### src/rtl/cdb_pkg.sv
// ---------------------------------------------------------------------------
// cdb_pkg
// Shared constants for the Common Data Bus arbiter slice.
//   DEF_NUM_REQ / DEF_ROBEN_W / DEF_DATA_W : default producer count and widths
//   REQ_ALU / REQ_BRANCH / REQ_LOAD / REQ_STORE : producer index assignment
//   CDB_IDLE_ROBEN : ROB entry number that means "nothing on the bus"
// ---------------------------------------------------------------------------
package cdb_pkg;

   localparam int DEF_NUM_REQ = 4;
   localparam int DEF_ROBEN_W = 5;
   localparam int DEF_DATA_W  = 32;

   localparam int REQ_ALU    = 0;
   localparam int REQ_BRANCH = 1;
   localparam int REQ_LOAD   = 2;
   localparam int REQ_STORE  = 3;

   localparam int CDB_IDLE_ROBEN = 0;

endpackage

### src/rtl/cdb_rr_picker.sv
// ---------------------------------------------------------------------------
// cdb_rr_picker
// Combinational cyclic picker: grants the first requesting index at or after
// the start pointer, wrapping around. A pointer tied to 0 gives plain
// lowest-index-wins priority.
// Ports:
//   req     in  NUM_REQ  request vector (full slots)
//   ptr     in  IDX_W    start index of the search
//   gnt     out NUM_REQ  one-hot grant, all zero when nothing requests
//   gnt_idx out IDX_W    encoded index of the grant (0 when none)
//   gnt_any out 1        a grant was issued
// ---------------------------------------------------------------------------
module cdb_rr_picker #(
   parameter int NUM_REQ = 4,
   parameter int IDX_W   = $clog2(NUM_REQ)
) (
   input  logic [NUM_REQ-1:0] req,
   input  logic [IDX_W-1:0]   ptr,
   output logic [NUM_REQ-1:0] gnt,
   output logic [IDX_W-1:0]   gnt_idx,
   output logic               gnt_any
);

   int ptr_i;

   // Two passes instead of a modulo index: first the upper segment
   // [ptr, NUM_REQ-1], then the wrapped segment [0, ptr-1].
   always_comb begin
      gnt     = '0;
      gnt_idx = '0;
      gnt_any = 1'b0;
      ptr_i   = int'(ptr);
      for (int i = 0; i < NUM_REQ; i++) begin
         if (!gnt_any && req[i] && (i >= ptr_i)) begin
            gnt_any = 1'b1;
            gnt[i]  = 1'b1;
            gnt_idx = IDX_W'(i);
         end
      end
      for (int i = 0; i < NUM_REQ; i++) begin
         if (!gnt_any && req[i] && (i < ptr_i)) begin
            gnt_any = 1'b1;
            gnt[i]  = 1'b1;
            gnt_idx = IDX_W'(i);
         end
      end
   end

endmodule

### src/rtl/cdb_arbiter.sv
// ---------------------------------------------------------------------------
// cdb_arbiter
// Shares the single registered Common Data Bus between the result producers
// (ALU stations, branch comparator, load buffer, store-ack). Every producer
// owns a one-deep holding slot; one full slot is broadcast per cycle. A ROB
// flush empties all slots and suppresses the broadcast.
//
// Build option: define CDB_RR_ARB_EN for round-robin arbitration; without it
// the lowest-index full slot always wins and no pointer register exists.
//
// Ports:
//   clk                 in   clock, rising edge
//   rst                 in   asynchronous reset, active low
//   FU_valid            in   producer i offers a result
//   FU_ready            out  producer i's slot accepts this cycle
//   FU_ROBEN            in   target ROB entry per producer (packed)
//   FU_Write_Data       in   result value per producer (packed)
//   FU_Branch_Decision  in   branch taken flag per producer
//   FLUSH_Flag          in   ROB mispredict flush
//   CDB_ROBEN           out  broadcast ROB entry, 0 = idle
//   CDB_Write_Data      out  broadcast value
//   CDB_Branch_Decision out  broadcast taken flag
//   CDB_Source          out  index of the producer being broadcast
//   Pending             out  slot-full vector
// ---------------------------------------------------------------------------
module cdb_arbiter
   import cdb_pkg::*;
#(
   parameter int NUM_REQ = DEF_NUM_REQ,
   parameter int ROBEN_W = DEF_ROBEN_W,
   parameter int DATA_W  = DEF_DATA_W
) (
   input  logic                         clk,
   input  logic                         rst,
   input  logic [NUM_REQ-1:0]           FU_valid,
   output logic [NUM_REQ-1:0]           FU_ready,
   input  logic [NUM_REQ*ROBEN_W-1:0]   FU_ROBEN,
   input  logic [NUM_REQ*DATA_W-1:0]    FU_Write_Data,
   input  logic [NUM_REQ-1:0]           FU_Branch_Decision,
   input  logic                         FLUSH_Flag,
   output logic [ROBEN_W-1:0]           CDB_ROBEN,
   output logic [DATA_W-1:0]            CDB_Write_Data,
   output logic                         CDB_Branch_Decision,
   output logic [$clog2(NUM_REQ)-1:0]   CDB_Source,
   output logic [NUM_REQ-1:0]           Pending
);

   localparam int IDX_W = $clog2(NUM_REQ);

   logic [NUM_REQ-1:0] vld_p0;
   logic [ROBEN_W-1:0] roben_p0 [NUM_REQ];
   logic [DATA_W-1:0]  data_p0  [NUM_REQ];
   logic [NUM_REQ-1:0] br_p0;

   logic [NUM_REQ-1:0] req;
   logic [NUM_REQ-1:0] gnt;
   logic [IDX_W-1:0]   gnt_idx;
   logic               gnt_any;
   logic [IDX_W-1:0]   rr_ptr;
   logic [NUM_REQ-1:0] load;

   logic [ROBEN_W-1:0] sel_roben;
   logic [DATA_W-1:0]  sel_data;
   logic               sel_br;

   // Flush masks the requests so that no slot is granted while it is high.
   assign req = vld_p0 & {NUM_REQ{~FLUSH_Flag}};

`ifdef CDB_RR_ARB_EN
   always_ff @(posedge clk or negedge rst) begin
      if (!rst)
         rr_ptr <= '0;
      else if (gnt_any)
         rr_ptr <= (gnt_idx == IDX_W'(NUM_REQ - 1)) ? '0 : gnt_idx + 1'b1;
   end
`else
   assign rr_ptr = '0;
`endif

   cdb_rr_picker #(
      .NUM_REQ (NUM_REQ),
      .IDX_W   (IDX_W)
   ) u_picker (
      .req     (req),
      .ptr     (rr_ptr),
      .gnt     (gnt),
      .gnt_idx (gnt_idx),
      .gnt_any (gnt_any)
   );

   // A granted slot empties at this edge, so it may take a new result in the
   // same cycle without a bubble.
   assign FU_ready = (~vld_p0 | gnt) & {NUM_REQ{~FLUSH_Flag & rst}};

   // Offers addressed to ROB entry 0 are handshaken but never stored.
   always_comb begin
      load = '0;
      for (int i = 0; i < NUM_REQ; i++)
         load[i] = FU_valid[i] & FU_ready[i] &
                   (FU_ROBEN[i*ROBEN_W +: ROBEN_W] != ROBEN_W'(CDB_IDLE_ROBEN));
   end

   // ---- stage p0: holding slots ----
   always_ff @(posedge clk or negedge rst) begin
      if (!rst) begin
         vld_p0 <= '0;
      end else begin
         for (int i = 0; i < NUM_REQ; i++) begin
            if (FLUSH_Flag)
               vld_p0[i] <= 1'b0;
            else if (load[i])
               vld_p0[i] <= 1'b1;
            else if (gnt[i])
               vld_p0[i] <= 1'b0;
         end
      end
   end

   always_ff @(posedge clk) begin
      for (int i = 0; i < NUM_REQ; i++) begin
         if (load[i]) begin
            roben_p0[i] <= FU_ROBEN[i*ROBEN_W +: ROBEN_W];
            data_p0[i]  <= FU_Write_Data[i*DATA_W +: DATA_W];
            br_p0[i]    <= FU_Branch_Decision[i];
         end
      end
   end

   assign Pending = vld_p0;

   // Grant is one-hot, so an AND-OR mux selects the winning slot.
   always_comb begin
      sel_roben = '0;
      sel_data  = '0;
      sel_br    = 1'b0;
      for (int i = 0; i < NUM_REQ; i++) begin
         if (gnt[i]) begin
            sel_roben = sel_roben | roben_p0[i];
            sel_data  = sel_data  | data_p0[i];
            sel_br    = sel_br    | br_p0[i];
         end
      end
   end

   // ---- stage p1: registered CDB ----
   // Only the ROB tag returns to idle; value, flag and source keep their
   // last broadcast contents between grants.
   always_ff @(posedge clk or negedge rst) begin
      if (!rst) begin
         CDB_ROBEN           <= '0;
         CDB_Write_Data      <= '0;
         CDB_Branch_Decision <= 1'b0;
         CDB_Source          <= '0;
      end else if (gnt_any) begin
         CDB_ROBEN           <= sel_roben;
         CDB_Write_Data      <= sel_data;
         CDB_Branch_Decision <= sel_br;
         CDB_Source          <= gnt_idx;
      end else begin
         CDB_ROBEN           <= ROBEN_W'(CDB_IDLE_ROBEN);
      end
   end

endmodule

### config.mk
export PLATFORM = sky130hd
export DESIGN_NAME = cdb_arbiter
export DESIGN_NICKNAME = d
export VERILOG_FILES = /design/src/rtl/cdb_pkg.sv /design/src/rtl/cdb_rr_picker.sv /design/src/rtl/cdb_arbiter.sv
export SDC_FILE = /design/constraint.sdc
export NUM_CORES = 1
export LEC_CHECK = 0
export BUFFER_PORTS_ARGS = -buffer_cell sky130_fd_sc_hd__buf_2
export CAP_MARGIN = 10
export CELL_PAD_IN_SITES_DETAIL_PLACEMENT = 0
export CELL_PAD_IN_SITES_GLOBAL_PLACEMENT = 1
export CORE_MARGIN = 1.5
export CORE_UTILIZATION = 42
export DETAILED_ROUTE_END_ITERATION = 10
export PLACE_DENSITY = 0.85
export REMOVE_ABC_BUFFERS = 1
export SLEW_MARGIN = 20
export SYNTH_ARGS = -nofsm -noshare
export SYNTH_HDL_FRONTEND = slang
export SYNTH_SLANG_ARGS = --single-unit
export TNS_END_PERCENT = 20
### constraint.sdc
create_clock -name clk -period 5.9 [get_ports clk]
set_input_delay 0.59 -clock clk [delete_from_list [all_inputs] [get_ports clk]]
set_output_delay 0.59 -clock clk [all_outputs]
set_load 0.01 [all_outputs]
# After elaboration in Yosys (flattened, before gate mapping)
# Memories as Yosys holds them, arrays and structs flattened.
# Cells that the tools add are included.
[word_totals]
ff_bits = 48
mem_bits_rw = 148
in_bits = 159
output_inout_bits = 48
word_cells = 94
mem_count = 2
[mem_list]
columns = ["memory", "words", "word_bits", "rd", "rd_clocked_by_memory_dff", "write_ports", "line_no", "source"]
rows = [
  ["data_p0", 4, 32, 4, 0, 4, "cdb_arbiter.sv:52", "logic [DATA_W-1:0] data_p0 [NUM_REQ];"],
  ["roben_p0", 4, 5, 4, 0, 4, "cdb_arbiter.sv:51", "logic [ROBEN_W-1:0] roben_p0 [NUM_REQ];"],
]
[classes]
mux = 43
bitwise = 23
n_reduce_logical = 14
[op_table]
columns = ["cell", "count"]
rows = [
  ["$mux 32", 4],
  ["$or 32x32->32", 3],
  ["$mux 1", 32],
  ["$mux 5", 5],
  ["$reduce_bool 5->1", 4],
  ["$or 5x5->5", 3],
  ["$reduce_bool 3->1", 4],
  ["$and 1x1->1", 9],
  ["$and 4x4->4", 2],
  ["$mux 2", 2],
  ["$not 4->4", 1],
  ["$or 4x4->4", 1],
  ["$logic_and 1x1->1", 3],
  ["$logic_not 1->1", 3],
  ["$or 1x1->1", 3],
  ["$not 1->1", 1],
]

# Logic depth before layout (Yosys ltp)
[depth]
ltp_word = 18
ltp_mapped = 6
depth_no_buf = 4

# Cells and area by module
# A second synthesis with hierarchy kept.
[hier_totals]
cells_unflattened = 433
area_unflattened_um2 = 7188.1
[modules_own_cells]
columns = ["module", "n_inst", "cells_each", "area_each_um2", "seq_area_each_um2"]
rows = [
  ["cdb_arbiter", 1, 400, 6965.4, 5665.4],
  ["cdb_rr_picker", 1, 33, 222.7, 0.0],
]

# Worst setup path after synthesis
# Ideal clock, no wire load.
[synth_path]
path_type = "input port to flip-flop"
from = "input port FLUSH_Flag"
to = "register br_p0[3], enable pin"
setup_ns = 0.491
arrival_time_ns = 3.982
required_time_ns = 5.409
setup_slack_ns = 1.427
stages = 4
path_buffers = 1
path_cell_list = "buf_2 -> nor2b_1 -> nand2_1 -> a211oi_1"
[synth_via]
elab_chain_cells = 16
word_cells_on_any_way = 17
classes_between = "mux: 4; bitwise: 7; reduce/logical: 6"
[synth_lines]
columns = ["element", "line_no", "source"]
rows = [
  ["start: declaration", "cdb_arbiter.sv:40", "input logic FLUSH_Flag,"],
  ["$not 1->1 (*)", "cdb_arbiter.sv:67, cdb_arbiter.sv:93", ""],
  ["$and 4x4->4", "cdb_arbiter.sv:67", "assign req = vld_p0 & {NUM_REQ{~FLUSH_Flag}};"],
  ["$mux 1", "cdb_rr_picker.sv:34", "if (!gnt_any && req[i] && (i >= ptr_i)) begin"],
  ["$logic_not 1->1", "cdb_rr_picker.sv:34", ""],
  ["$logic_and 1x1->1", "cdb_rr_picker.sv:34", ""],
  ["$mux 1", "cdb_rr_picker.sv:34", ""],
  ["$logic_not 1->1", "cdb_rr_picker.sv:34", ""],
  ["$logic_and 1x1->1", "cdb_rr_picker.sv:34", ""],
  ["$mux 1", "cdb_rr_picker.sv:34", ""],
  ["$logic_not 1->1", "cdb_rr_picker.sv:34", ""],
  ["$logic_and 1x1->1", "cdb_rr_picker.sv:34", ""],
  ["$mux 1", "cdb_rr_picker.sv:34", ""],
  ["$or 4x4->4", "cdb_arbiter.sv:93", "assign FU_ready = (~vld_p0 | gnt) & {NUM_REQ{~FLUSH_Flag & rst}};"],
  ["$and 4x4->4 (*)", "cdb_arbiter.sv:93", ""],
  ["$and 1x1->1 (*) (2 in series)", "cdb_arbiter.sv:99", "load[i] = FU_valid[i] & FU_ready[i] &"],
  ["via load[3]", "cdb_arbiter.sv:60", "logic [NUM_REQ-1:0] load;"],
  ["end signal: indexed assignment", "cdb_arbiter.sv:124", "br_p0[i] <= FU_Branch_Decision[i];"],
  ["end: declaration", "cdb_arbiter.sv:53", "logic [NUM_REQ-1:0] br_p0;"],
]
# Mark *: on every way through the listed nets, which the timed path passes. The rest lies on a longest branch.
# A chain may end at the register's enable or synchronous reset.

# Worst setup path after layout
[layout_path]
from = "input port FLUSH_Flag"
to = "output port FU_ready[2]"
[layout_via]
elab_chain_cells = 11
word_cells_on_any_way = 12
classes_between = "mux: 3; bitwise: 5; reduce/logical: 4"
[layout_lines]
columns = ["element", "line_no", "source"]
rows = [
  ["$not 1->1 (*)", "cdb_arbiter.sv:67, cdb_arbiter.sv:93", ""],
  ["$and 4x4->4", "cdb_arbiter.sv:67", ""],
  ["$mux 1", "cdb_rr_picker.sv:34", ""],
  ["$logic_not 1->1", "cdb_rr_picker.sv:34", ""],
  ["$logic_and 1x1->1", "cdb_rr_picker.sv:34", ""],
  ["$mux 1", "cdb_rr_picker.sv:34", ""],
  ["$logic_not 1->1", "cdb_rr_picker.sv:34", ""],
  ["$logic_and 1x1->1", "cdb_rr_picker.sv:34", ""],
  ["$mux 1", "cdb_rr_picker.sv:34", ""],
  ["$or 4x4->4", "cdb_arbiter.sv:93", ""],
  ["$and 4x4->4 (*)", "cdb_arbiter.sv:93", ""],
  ["end: declaration", "cdb_arbiter.sv:36", "output logic [NUM_REQ-1:0] FU_ready,"],
]
# Every way passes the cells marked *; elsewhere a longest branch is shown, timed or not.

==> results_dict.tcl <==
set metrics [dict create \
    grt_usage_pct 21.0 \
    grt_pass1_vias 5460 \
    outcome "finished, final reports clean" \
    drcViolationCount 0 \
    clockBufferDepth 2 \
    post_cts_buffers 0 \
    setup_viol 0 \
    min_path_type "input port to async pin" \
    place_ws_ns 2.04 \
    core-area_sq_um 18000 \
    ys_ff_latch 196 \
    fin_tns_setup_ns 0 \
    globalRouteOverflowTotal 0 \
    dr.pass1.iters 7 \
    clock_power_share_pct 37.1 \
    async_flop_share_pct 22.4 \
    seqPwrFrac_pct 52.3 \
    cts_sinks 196 \
    die_w_um 138 \
    place_congestion 0.799 \
    swShare_pct 23.9 \
    irDropWorstVdd_uv 224 \
    viasPerCell 5.50 \
    arrival_ns 3.22 \
    drive_gt1_share_pct 35.6 \
    p_int_w 0.00242 \
    post-route-period-util_pct 64.6 \
    rows 49 \
    grt_max_degree 85 \
    postCtsHoldBufs 0 \
    path_max_fanout 62 \
    die_area_sq_um 19200 \
    synthesis.area_sq_um 7700 \
    period_needed_ns 3.81 \
    wl_per_cell_um 21.0 \
    synth.avg_cell_area_sq_um 14.8 \
    die_y_um 138 \
    drt_iter0_markers 385 \
    synth_top_family_by_area "compound AO/OA/AOI/OAI gates" \
    rsz0062_at_grt "false" \
    yosysWarningCount 0 \
    synth_xor_area_share_pct 0 \
    synth_commonest_cells "152 x edfxtp_1, 60 x a21oi_1, 44 x dfrtp_1" \
    nNetsFinal 870 \
    multiInputGateArea_sq_um 1870 \
    hold_viol 0 \
    setup_ws_ns 2.09 \
    antenna_cells_inserted 0 \
    power_density_nw_per_um2 333 \
    r2r_slack_ns 2.73 \
    root_buffer "clkbuf_16" \
    leakagePower_nw 3.58 \
    synth_compound_area_share_pct 14.0 \
    synth-seq-area-share_pct 73.6 \
    synth-simple-area-share_pct 9.62 \
    slew_viol_final 0 \
    slew_headroom_pct 30.7 \
    numCtsBuffers 17 \
    drv_cap 0 \
    dp_hpwl_um 13200 \
    stdcell_count 953 \
    cts_resized 0 \
    grt_pass1_wl_um 30300 \
    critPathKind "input port to primary output" \
    yosysMostFrequentCell "edfxtp_1" \
    ys.flop_type "edfxtp_1" \
    pwr-share-comb_pct 10.5 \
    ant_nets 0 \
    synth.area.mux_share_pct 0 \
    critPathCaptureType "primary output" \
    cts_tree "built" \
    timing.fmax_mhz 263 \
    cts.clk_slew.worst_paths_ns 0.07 \
    power_w 0.00318 \
    cp-start-kind "input port" \
    critPathRequiredTime_ns 5.31 \
    port_buffers 206 \
    fill_cells 1496 \
    synthAdderAreaFrac_pct 0 \
    place_inst 920 \
    area_growth_pct 23.9 \
    yosysTopAreaCellShare_pct 59.3 \
    start_util_pct 42.9 \
    finClkSkew_ns 0.0121 \
    yosys.area.top_type "edfxtp_1" \
    cts-htree-levels 4 \
    synthCells 519 \
    via_count 5239 \
    ios 207 \
    netlist_top_cells_area "edfxtp_1 59%, dfrtp_1 14%, a21oi_1 3.9%" \
    antenna_found_initial 1 \
    register_area_sq_um 5670 \
    worst_pin_slew_ns 1.04 \
    routed_wl_um 20000 \
    synth_edf_count 152 \
    p_sw_w 0.000761 \
    worstSkewPairLatency_ns 0.44 \
    yosysUniqueCellTypes 41 \
]
-- through the flow --
stage	area (sq um)	util (%)	hold slack (ns)
6_report	9540	53.1	0.260
5_1_grt	9540	53.1	0.309
3_3_place_gp	8930	49.7	0.498
2_1_floorplan	7510	-	0.294
3_5_place_dp	8930	49.7	0.506
4_1_cts	9530	53.1	0.279
-- state kept, by name, summed over array words and instances (netlist names) --
register and cells:
data_p0 128, CDB_Write_Data 32, roben_p0 20, CDB_ROBEN 5, Pending 4, br_p0 4
CDB_Source 2, CDB_Branch_Decision 1
-- power by group through the flow --
stage	combinational [W]	clock [W]	sequential [W]
floorplan	0.000124	0	0.00170
global placement	0.000329	0	0.00169
detailed placement	0.000337	0	0.00169
CTS	0.000339	0.00120	0.00166
global route	0.000364	0.00125	0.00167
finish	0.000335	0.00118	0.00166
-- final cells by class --
type | instances | area share [%]
clock buffers | 19 | 4.54
inverters | 6 | 0.236
repair buffers | 213 | 11.4
flip-flops and latches | 196 | 59.4
well taps | 229 | 3.00
multi-input cells | 277 | 19.6
clock inverters | 13 | 1.81
-- final timing paths --
| path | start | endpoint | depth (start not counted) |
|---|---|---|---|
| worst max-delay path | FLUSH_Flag | FU_ready[2] | 6 |
| worst min-delay path | rst | CDB_Write_Data[4] | 2 |
| worst max register to register | Pending[0] | data_p0[3][25] | 4 |
| worst min register to register | CDB_Write_Data[2] | CDB_Write_Data[2] | 1 |
| max in group asynchronous | rst | Pending[0] | 2 |
| min in group clk | FU_Write_Data[116] | data_p0[3][20] | 1 |
-- metal layers --
metal	GRT usage, %	up-vias	wire length, um	part of all wire, %
met3	5.16	31	1440	7.2
met2	33.5	261	9730	49
met4	7.92	2	390	1.9
met1	28.1	2541	8460	42
li1	-	2404	-	-
met5	0	-	13	0.065
-- cell families after synthesis --
logic type / Yosys count
AND/OR/NAND/NOR: 111
buffers and inverters: 46
AO/OA/AOI/OAI: 166
flip-flops: 196
-- cells in the final DEF (no fill, tap or decap), types with 7 or more instances in the layout --
| master | n |
|---|---|
| clkbuf_16 | 17 |
| buf_2 | 206 |
| a221oi_1 | 7 |
| dfrtp_1 | 41 |
| a21oi_1 | 59 |
| and3b_1 | 11 |
| nor4b_1 | 11 |
| o21ai_0 | 25 |
| edfxtp_1 | 152 |
| a31oi_1 | 26 |
| o22a_1 | 22 |
| nand3b_1 | 23 |
| nor2b_1 | 22 |
| nand2_1 | 30 |
-- worst max-delay path, stage by stage --
cell	delay (ns)
buf_2	0.07
buf_4	0.56
clkinv_1	0.83
nand2_1	0.70
a21oi_1	0.18
buf_2	0.23
(Power assumes the default switching activity.)
